`config.mk`:
```
export PLATFORM = sky130hd
export DESIGN_NAME = dmem_arbiter_flat
export DESIGN_NICKNAME = d
export VERILOG_FILES = /design/src/rtl/dmem_arbiter_if.sv /design/src/rtl/dmem_arbiter.sv /design/src/flat_wrapper.sv
export SDC_FILE = /design/constraint.sdc
export NUM_CORES = 1
export LEC_CHECK = 0
export ABC_AREA = 1
export CAP_MARGIN = 20
export CORE_AREA = 2 2 105 107
export CTS_CLUSTER_DIAMETER = 120
export DETAILED_ROUTE_END_ITERATION = 8
export DIE_AREA = 0 0 107 109
export PLACE_DENSITY = 0.6
export SYNTH_ARGS = -nofsm -noshare
export SYNTH_HDL_FRONTEND = slang
export SYNTH_SLANG_ARGS = --single-unit
```
`constraint.sdc`:
```
create_clock -name clock -period 2.9 [get_ports clock]
set_input_delay 0.58 -clock clock [delete_from_list [all_inputs] [get_ports clock]]
set_output_delay 0.58 -clock clock [all_outputs]
set_load 0.005 [all_outputs]
```
`src/rtl/dmem_arbiter_if.sv`:
```
// Bus bundle between the MEM stage, the debug/loader port, the arbiter and the data RAM.
// The arbiter takes the slave view; whatever plays requesters and RAM takes the master view.
interface dmem_arbiter_if;
  logic        cpu_req;
  logic        cpu_we;
  logic [31:0] cpu_addr;
  logic [31:0] cpu_wdata;
  logic        cpu_stall;
  logic        cpu_rvalid;
  logic [31:0] cpu_rdata;

  logic        dbg_req;
  logic        dbg_we;
  logic        dbg_lock;
  logic [31:0] dbg_addr;
  logic [31:0] dbg_wdata;
  logic        dbg_gnt;
  logic        dbg_rvalid;
  logic [31:0] dbg_rdata;

  logic [4:0]  ram_addr;
  logic        ram_we;
  logic [31:0] ram_din;
  logic [31:0] ram_dout;

  modport slave (
    input  cpu_req, cpu_we, cpu_addr, cpu_wdata,
    output cpu_stall, cpu_rvalid, cpu_rdata,
    input  dbg_req, dbg_we, dbg_lock, dbg_addr, dbg_wdata,
    output dbg_gnt, dbg_rvalid, dbg_rdata,
    output ram_addr, ram_we, ram_din,
    input  ram_dout
  );

  modport master (
    output cpu_req, cpu_we, cpu_addr, cpu_wdata,
    input  cpu_stall, cpu_rvalid, cpu_rdata,
    output dbg_req, dbg_we, dbg_lock, dbg_addr, dbg_wdata,
    input  dbg_gnt, dbg_rvalid, dbg_rdata,
    input  ram_addr, ram_we, ram_din,
    output ram_dout
  );
endinterface

```
`src/rtl/dmem_arbiter.sv`:
```
// Shares the single-port 32-word data RAM between the CPU MEM stage and the debug port.
// CPU has priority, a streak counter bounds debug starvation, and lock mode gives debug atomic ownership.
module dmem_arbiter #(
  parameter int STREAK   = 4,
  parameter int LOCK_MAX = 8
) (
  input logic          clock,
  input logic          resetn,
  dmem_arbiter_if.slave bus
);

  typedef enum logic {ARB, LOCK} state_t;
  typedef enum logic [1:0] {OWN_NONE, OWN_CPU, OWN_DBG} owner_t;

  state_t     r_state;
  owner_t     r_rdOwn;
  logic [3:0] r_streak;
  logic [3:0] r_lockCnt;

  logic w_dbgWin;
  logic w_cpuWin;
  logic w_streakFull;
  logic w_lockLast;
  logic w_unusedAddrBits;

  assign w_streakFull = (r_streak == 4'(STREAK));
  assign w_lockLast   = (r_lockCnt >= 4'(LOCK_MAX - 1));

  // Grants are forced off while reset is held so nothing reaches the RAM.
  always_comb begin
    w_dbgWin = 1'b0;
    w_cpuWin = 1'b0;
    if (resetn) begin
      if (r_state == LOCK) begin
        w_dbgWin = bus.dbg_req;
      end else begin
        w_dbgWin = bus.dbg_req & (~bus.cpu_req | w_streakFull);
        w_cpuWin = bus.cpu_req & ~w_dbgWin;
      end
    end
  end

  assign bus.cpu_stall  = bus.cpu_req & ~w_cpuWin;
  assign bus.dbg_gnt    = w_dbgWin;
  assign bus.ram_we     = (w_cpuWin & bus.cpu_we) | (w_dbgWin & bus.dbg_we);
  assign bus.ram_addr   = w_dbgWin ? bus.dbg_addr[6:2] : bus.cpu_addr[6:2];
  assign bus.ram_din    = w_dbgWin ? bus.dbg_wdata : bus.cpu_wdata;

  assign bus.cpu_rvalid = (r_rdOwn == OWN_CPU);
  assign bus.dbg_rvalid = (r_rdOwn == OWN_DBG);
  assign bus.cpu_rdata  = (r_rdOwn == OWN_CPU) ? bus.ram_dout : 32'd0;
  assign bus.dbg_rdata  = (r_rdOwn == OWN_DBG) ? bus.ram_dout : 32'd0;

  assign w_unusedAddrBits = ^{bus.cpu_addr[31:7], bus.cpu_addr[1:0],
                              bus.dbg_addr[31:7], bus.dbg_addr[1:0]};

  always_ff @(posedge clock or negedge resetn) begin
    if (!resetn) begin
      r_state   <= ARB;
      r_streak  <= 4'd0;
      r_lockCnt <= 4'd0;
      r_rdOwn   <= OWN_NONE;
    end else begin
      if (w_cpuWin && !bus.cpu_we) begin
        r_rdOwn <= OWN_CPU;
      end else if (w_dbgWin && !bus.dbg_we) begin
        r_rdOwn <= OWN_DBG;
      end else begin
        r_rdOwn <= OWN_NONE;
      end

      if (w_dbgWin || !bus.dbg_req) begin
        r_streak <= 4'd0;
      end else if (w_cpuWin && !w_streakFull) begin
        r_streak <= r_streak + 4'd1;
      end

      // In LOCK a pending debug request is always granted, so dbg_req alone implies a grant here.
      case (r_state)
        ARB: begin
          if (w_dbgWin && bus.dbg_lock && (LOCK_MAX > 1)) begin
            r_state   <= LOCK;
            r_lockCnt <= 4'd1;
          end
        end
        LOCK: begin
          if (!bus.dbg_req || !bus.dbg_lock || w_lockLast) begin
            r_state   <= ARB;
            r_lockCnt <= 4'd0;
            r_streak  <= 4'd0;
          end else begin
            r_lockCnt <= r_lockCnt + 4'd1;
          end
        end
        default: begin
          r_state <= ARB;
        end
      endcase
    end
  end

endmodule

```
`src/flat_wrapper.sv`:
```
// flat-port wrapper written by rule: the top's interface ports become plain ports
module dmem_arbiter_flat 
#(
  parameter int STREAK   = 4,
  parameter int LOCK_MAX = 8
)
  (clock, resetn, bus_cpu_req, bus_cpu_we, bus_cpu_addr, bus_cpu_wdata, bus_cpu_stall, bus_cpu_rvalid, bus_cpu_rdata, bus_dbg_req, bus_dbg_we, bus_dbg_lock, bus_dbg_addr, bus_dbg_wdata, bus_dbg_gnt, bus_dbg_rvalid, bus_dbg_rdata, bus_ram_addr, bus_ram_we, bus_ram_din, bus_ram_dout);
  dmem_arbiter_if bus_i ();
  input logic clock;
  input logic resetn;
  input wire logic [$bits(bus_i.cpu_req)-1:0] bus_cpu_req;
  input wire logic [$bits(bus_i.cpu_we)-1:0] bus_cpu_we;
  input wire logic [$bits(bus_i.cpu_addr)-1:0] bus_cpu_addr;
  input wire logic [$bits(bus_i.cpu_wdata)-1:0] bus_cpu_wdata;
  output wire logic [$bits(bus_i.cpu_stall)-1:0] bus_cpu_stall;
  output wire logic [$bits(bus_i.cpu_rvalid)-1:0] bus_cpu_rvalid;
  output wire logic [$bits(bus_i.cpu_rdata)-1:0] bus_cpu_rdata;
  input wire logic [$bits(bus_i.dbg_req)-1:0] bus_dbg_req;
  input wire logic [$bits(bus_i.dbg_we)-1:0] bus_dbg_we;
  input wire logic [$bits(bus_i.dbg_lock)-1:0] bus_dbg_lock;
  input wire logic [$bits(bus_i.dbg_addr)-1:0] bus_dbg_addr;
  input wire logic [$bits(bus_i.dbg_wdata)-1:0] bus_dbg_wdata;
  output wire logic [$bits(bus_i.dbg_gnt)-1:0] bus_dbg_gnt;
  output wire logic [$bits(bus_i.dbg_rvalid)-1:0] bus_dbg_rvalid;
  output wire logic [$bits(bus_i.dbg_rdata)-1:0] bus_dbg_rdata;
  output wire logic [$bits(bus_i.ram_addr)-1:0] bus_ram_addr;
  output wire logic [$bits(bus_i.ram_we)-1:0] bus_ram_we;
  output wire logic [$bits(bus_i.ram_din)-1:0] bus_ram_din;
  input wire logic [$bits(bus_i.ram_dout)-1:0] bus_ram_dout;
  assign bus_i.cpu_req = bus_cpu_req;
  assign bus_i.cpu_we = bus_cpu_we;
  assign bus_i.cpu_addr = bus_cpu_addr;
  assign bus_i.cpu_wdata = bus_cpu_wdata;
  assign bus_cpu_stall = bus_i.cpu_stall;
  assign bus_cpu_rvalid = bus_i.cpu_rvalid;
  assign bus_cpu_rdata = bus_i.cpu_rdata;
  assign bus_i.dbg_req = bus_dbg_req;
  assign bus_i.dbg_we = bus_dbg_we;
  assign bus_i.dbg_lock = bus_dbg_lock;
  assign bus_i.dbg_addr = bus_dbg_addr;
  assign bus_i.dbg_wdata = bus_dbg_wdata;
  assign bus_dbg_gnt = bus_i.dbg_gnt;
  assign bus_dbg_rvalid = bus_i.dbg_rvalid;
  assign bus_dbg_rdata = bus_i.dbg_rdata;
  assign bus_ram_addr = bus_i.ram_addr;
  assign bus_ram_we = bus_i.ram_we;
  assign bus_ram_din = bus_i.ram_din;
  assign bus_i.ram_dout = bus_ram_dout;
  dmem_arbiter #(.STREAK(STREAK), .LOCK_MAX(LOCK_MAX)) u_core (.clock(clock), .resetn(resetn), .bus(bus_i));
endmodule
```
==> run summary <==
• 0 — setup violation total in the final timing report
• input pin — type of origin of the critical path
• clkdlybuf4s50_1 — cell with the largest stage delay on the worst path
• 0 — count of final max-slew check failures
• 5 — buffering stage count on the worst path with inverters included
• 38 — number of standard-cell rows in the floorplan
• 107 um — Chip Width
• clkbuf_8 — CTS Root Cell
• 0.00423 mm^2 — total non-filler cell area in the finished layout
• clkdlybuf4s50_1 > nand2_1 > inv_2 > nand2_8 > inv_8 > buf_12 > nand2_1 > nand2_1 > clkdlybuf4s50_1 — cells along the critical path
• reg -> reg — class of the most critical hold timing path
• 0.51 ns — slowest cell delay on critical path
• 2.32 ns — required arrival time at the worst endpoint
• 0.743 — Final GP Congestion
• 11.7% — total routing resource utilization after global routing
• 1.04 ns — minimum setup slack among reg-to-reg paths
• nand2_1 (29%), nor2_1 (18%), dfrtp_1 (17%), inv_1 (11%), nand2_2 (4.8%) — Area contributors post-synth
• 4 — length of the first detailed-routing pass in iterations
• 0 — Ant. Diodes
• 0.335 ns — transition at the pin with the smallest max-transition slack
• 0 — number of antenna violations at the first check in global routing
• 0.0106 mm^2 — area of the core
• 77.7% — relative slew slack
• 95.3 uV — worst vdd rail ir drop
• 0.00399 mm^2 — placed cell area
• 6.54 mm — detailed-placement wirelength estimate
• 0.24 ns — clock insertion delay at the later pin of the skew report
• 9.04% — layout cells sized above 1
• false — setup repair after global routing missed its margin
• 0 — gr ovfl total
• 2748 — total via count after detailed routing
• 29.0% — share of the synthesized area in the top cell type
• 1 — number of levels the H-tree was split into
• 3.89% — met3 track utilization from global routing
• 109 um — chip height
• 12.5 um — average detailed-routed wire length per instance
• 11 — sinks on the clock net
• 218 — count of input and output buffers
• 0 — post-route DRC violation count
• 356 MHz — maximum frequency from static timing analysis
• 26 — Synth cell types
• 2 — clk buf depth
• 4.03 — vias per cell
• 11.2 mm — first-pass GRT wire length
• 8.51 mm — total wirelength of the detailed-routed design
• 22.8% — GR Util met2
• 38 — pin count of the biggest net entering global routing
• 0.00203 uW — Leak Pwr
• 0 ns — total negative slack for setup checks
• 0 — number of hold buffers added after cts
• 189 mW/mm^2 — power per cell area
• 0.0117 mm^2 — Total Die Area
• clkdlybuf4s50_1 (215), nand2_1 (122), nor2_1 (76), inv_1 (45) — leading cell types in the layout, fill and taps excluded
• 0 — maxcap violations
• finished, final reports clean — result of the run
• 713 — fin nets
• in -> out — Worst Path Class, Setup
• 0.00158 mm^2 — Synth Cell Area
• 312 — Syn Inst Count
• 2430 — vias in the first global route
• 1112 — number of inserted filler cells in the final layout
• 482 — post-synth net total
• yes — TritonCTS clock tree
• 10 — CP max FO
• 0 — Yosys Warn Count
• clkdlybuf4s50_1 — leading cell type in the layout, fill and taps excluded
• 2.81 ns — crit path time final
• nand2_1 — largest area contributor in the netlist
• 14.9% — initial standard-cell utilization of the core
• buffers and inverters — top cell family by delay on the critical path
• 3 — number of clock buffers inserted by TritonCTS
• 273 — num ports
• output port — kind of end point of the critical path
• 12.5% — met1 Use GR
• 2.23 ns — crit path DAT
• 0.05 ns — clock transition time at the flip-flop clock pins of the worst setup and hold paths
• 190 — Starting DRT DRC Count
• 11 — number of storage elements in the synthesis netlist
• met2 — highest-utilization routing layer at the global route stage
• nand2_1 — most frequent cell on the critical path
• 0 — number of hold violations in the final report
• 0.00224 ns — Setup Skew
• 5.06 um^2 — mean post-synth cell area
• 17.4% — share of the yosys chip area belonging to registers
• 167% — growth of design area from synthesis to finish
• 0 — ANT nets after route
• 96.9% — post-route clock period utilization
-- layout make-up --
cell class                      instances  area [um^2]  area share (%)
Inverter                               50          195            4.62
Clock inverter                          1         5.00           0.118
Timing Repair Buffer                  240         2490            59.0
Sequential cell                        11          275            6.51
Clock buffer                            3         41.3           0.977
Tap cell                              140          175            4.14
Multi-Input combinational cell        237         1040            24.6
-- worst paths after layout --
check	cells past startpoint	endpoint	start
max	9	bus_ram_addr[0]	resetn
min	2	u_core.r_lockCnt[3]	u_core.r_lockCnt[3]
max reg2reg	12	u_core.r_streak[2]	u_core.r_streak[0]
min reg2reg	2	u_core.r_lockCnt[3]	u_core.r_lockCnt[3]
max in group asynchronous	2	u_core.r_streak[2]	resetn
min in group asynchronous	2	u_core.r_lockCnt[1]	resetn
-- Yosys cell counts, drive strengths merged --
master / n
a21boi: 1
a21oi: 1
a31oi: 1
and2: 1
buf: 7
clkbuf: 7
dfrtp: 11
ha: 3
inv: 50
nand2: 135
nand3: 9
nand4: 3
nor2: 78
o211ai: 2
o21ai: 3
-- metrics by stage --
step / setup slack [ns] / hold WS (ns) / instances / total power, uW / util [%]
detailed placement: 0.0439 / 0.517 / 670 / 624 / 37.7
global placement: 0.0553 / 0.509 / 670 / 619 / 37.7
CTS: 0.0401 / 0.530 / 674 / 783 / 38.1
finish: 0.0900 / 0.523 / 682 / 800 / 39.9
global route: 0.0107 / 0.559 / 682 / 863 / 39.9
floorplan: 1.07 / 0.284 / 312 / 303 / -
-- registers in the layout, indices dropped and copies added (netlist names) --
register	count
u_core.r_lockCnt	4
u_core.r_state	1
u_core.r_streak	4
u_core.r_rdOwn	2
-- worst min-delay path, stage by stage (launching register included) --
cell and delay [ns]:
dfrtp_1 0.34, nand3_1 0.07, o21ai_0 0.07
-- power by group --
group / internal [uW] / leakage [uW] / switching [uW]
sequential: 163 / 0.000149 / 8.32
clock: 94.5 / 0.0000255 / 59.7
combinational: 307 / 0.00186 / 167
total: 564 / 0.00203 / 235
-- cell families after synthesis --
kind of cell	synth area share (%)
buffers and inverters	18.1
and+or+nand+nor	58.7
DFF	17.4
adders and majority gates	2.38
AOI/OAI and AO/OA	3.40
-- routing by layer --
metal | wire [um] | part of all wire, %
met5 | 0 | 0
met4 | 27 | 0.32
met3 | 937 | 11
met2 | 4540 | 53
met1 | 3010 | 35
-- timing repair --
action                     in CTS  in global routing
resized for setup               0                 11
hold endpoints to repair        0                  0
buffers inserted                0                  3
setup endpoints to repair       0                 34
Note: power is estimated with default switching activity, not from simulation.
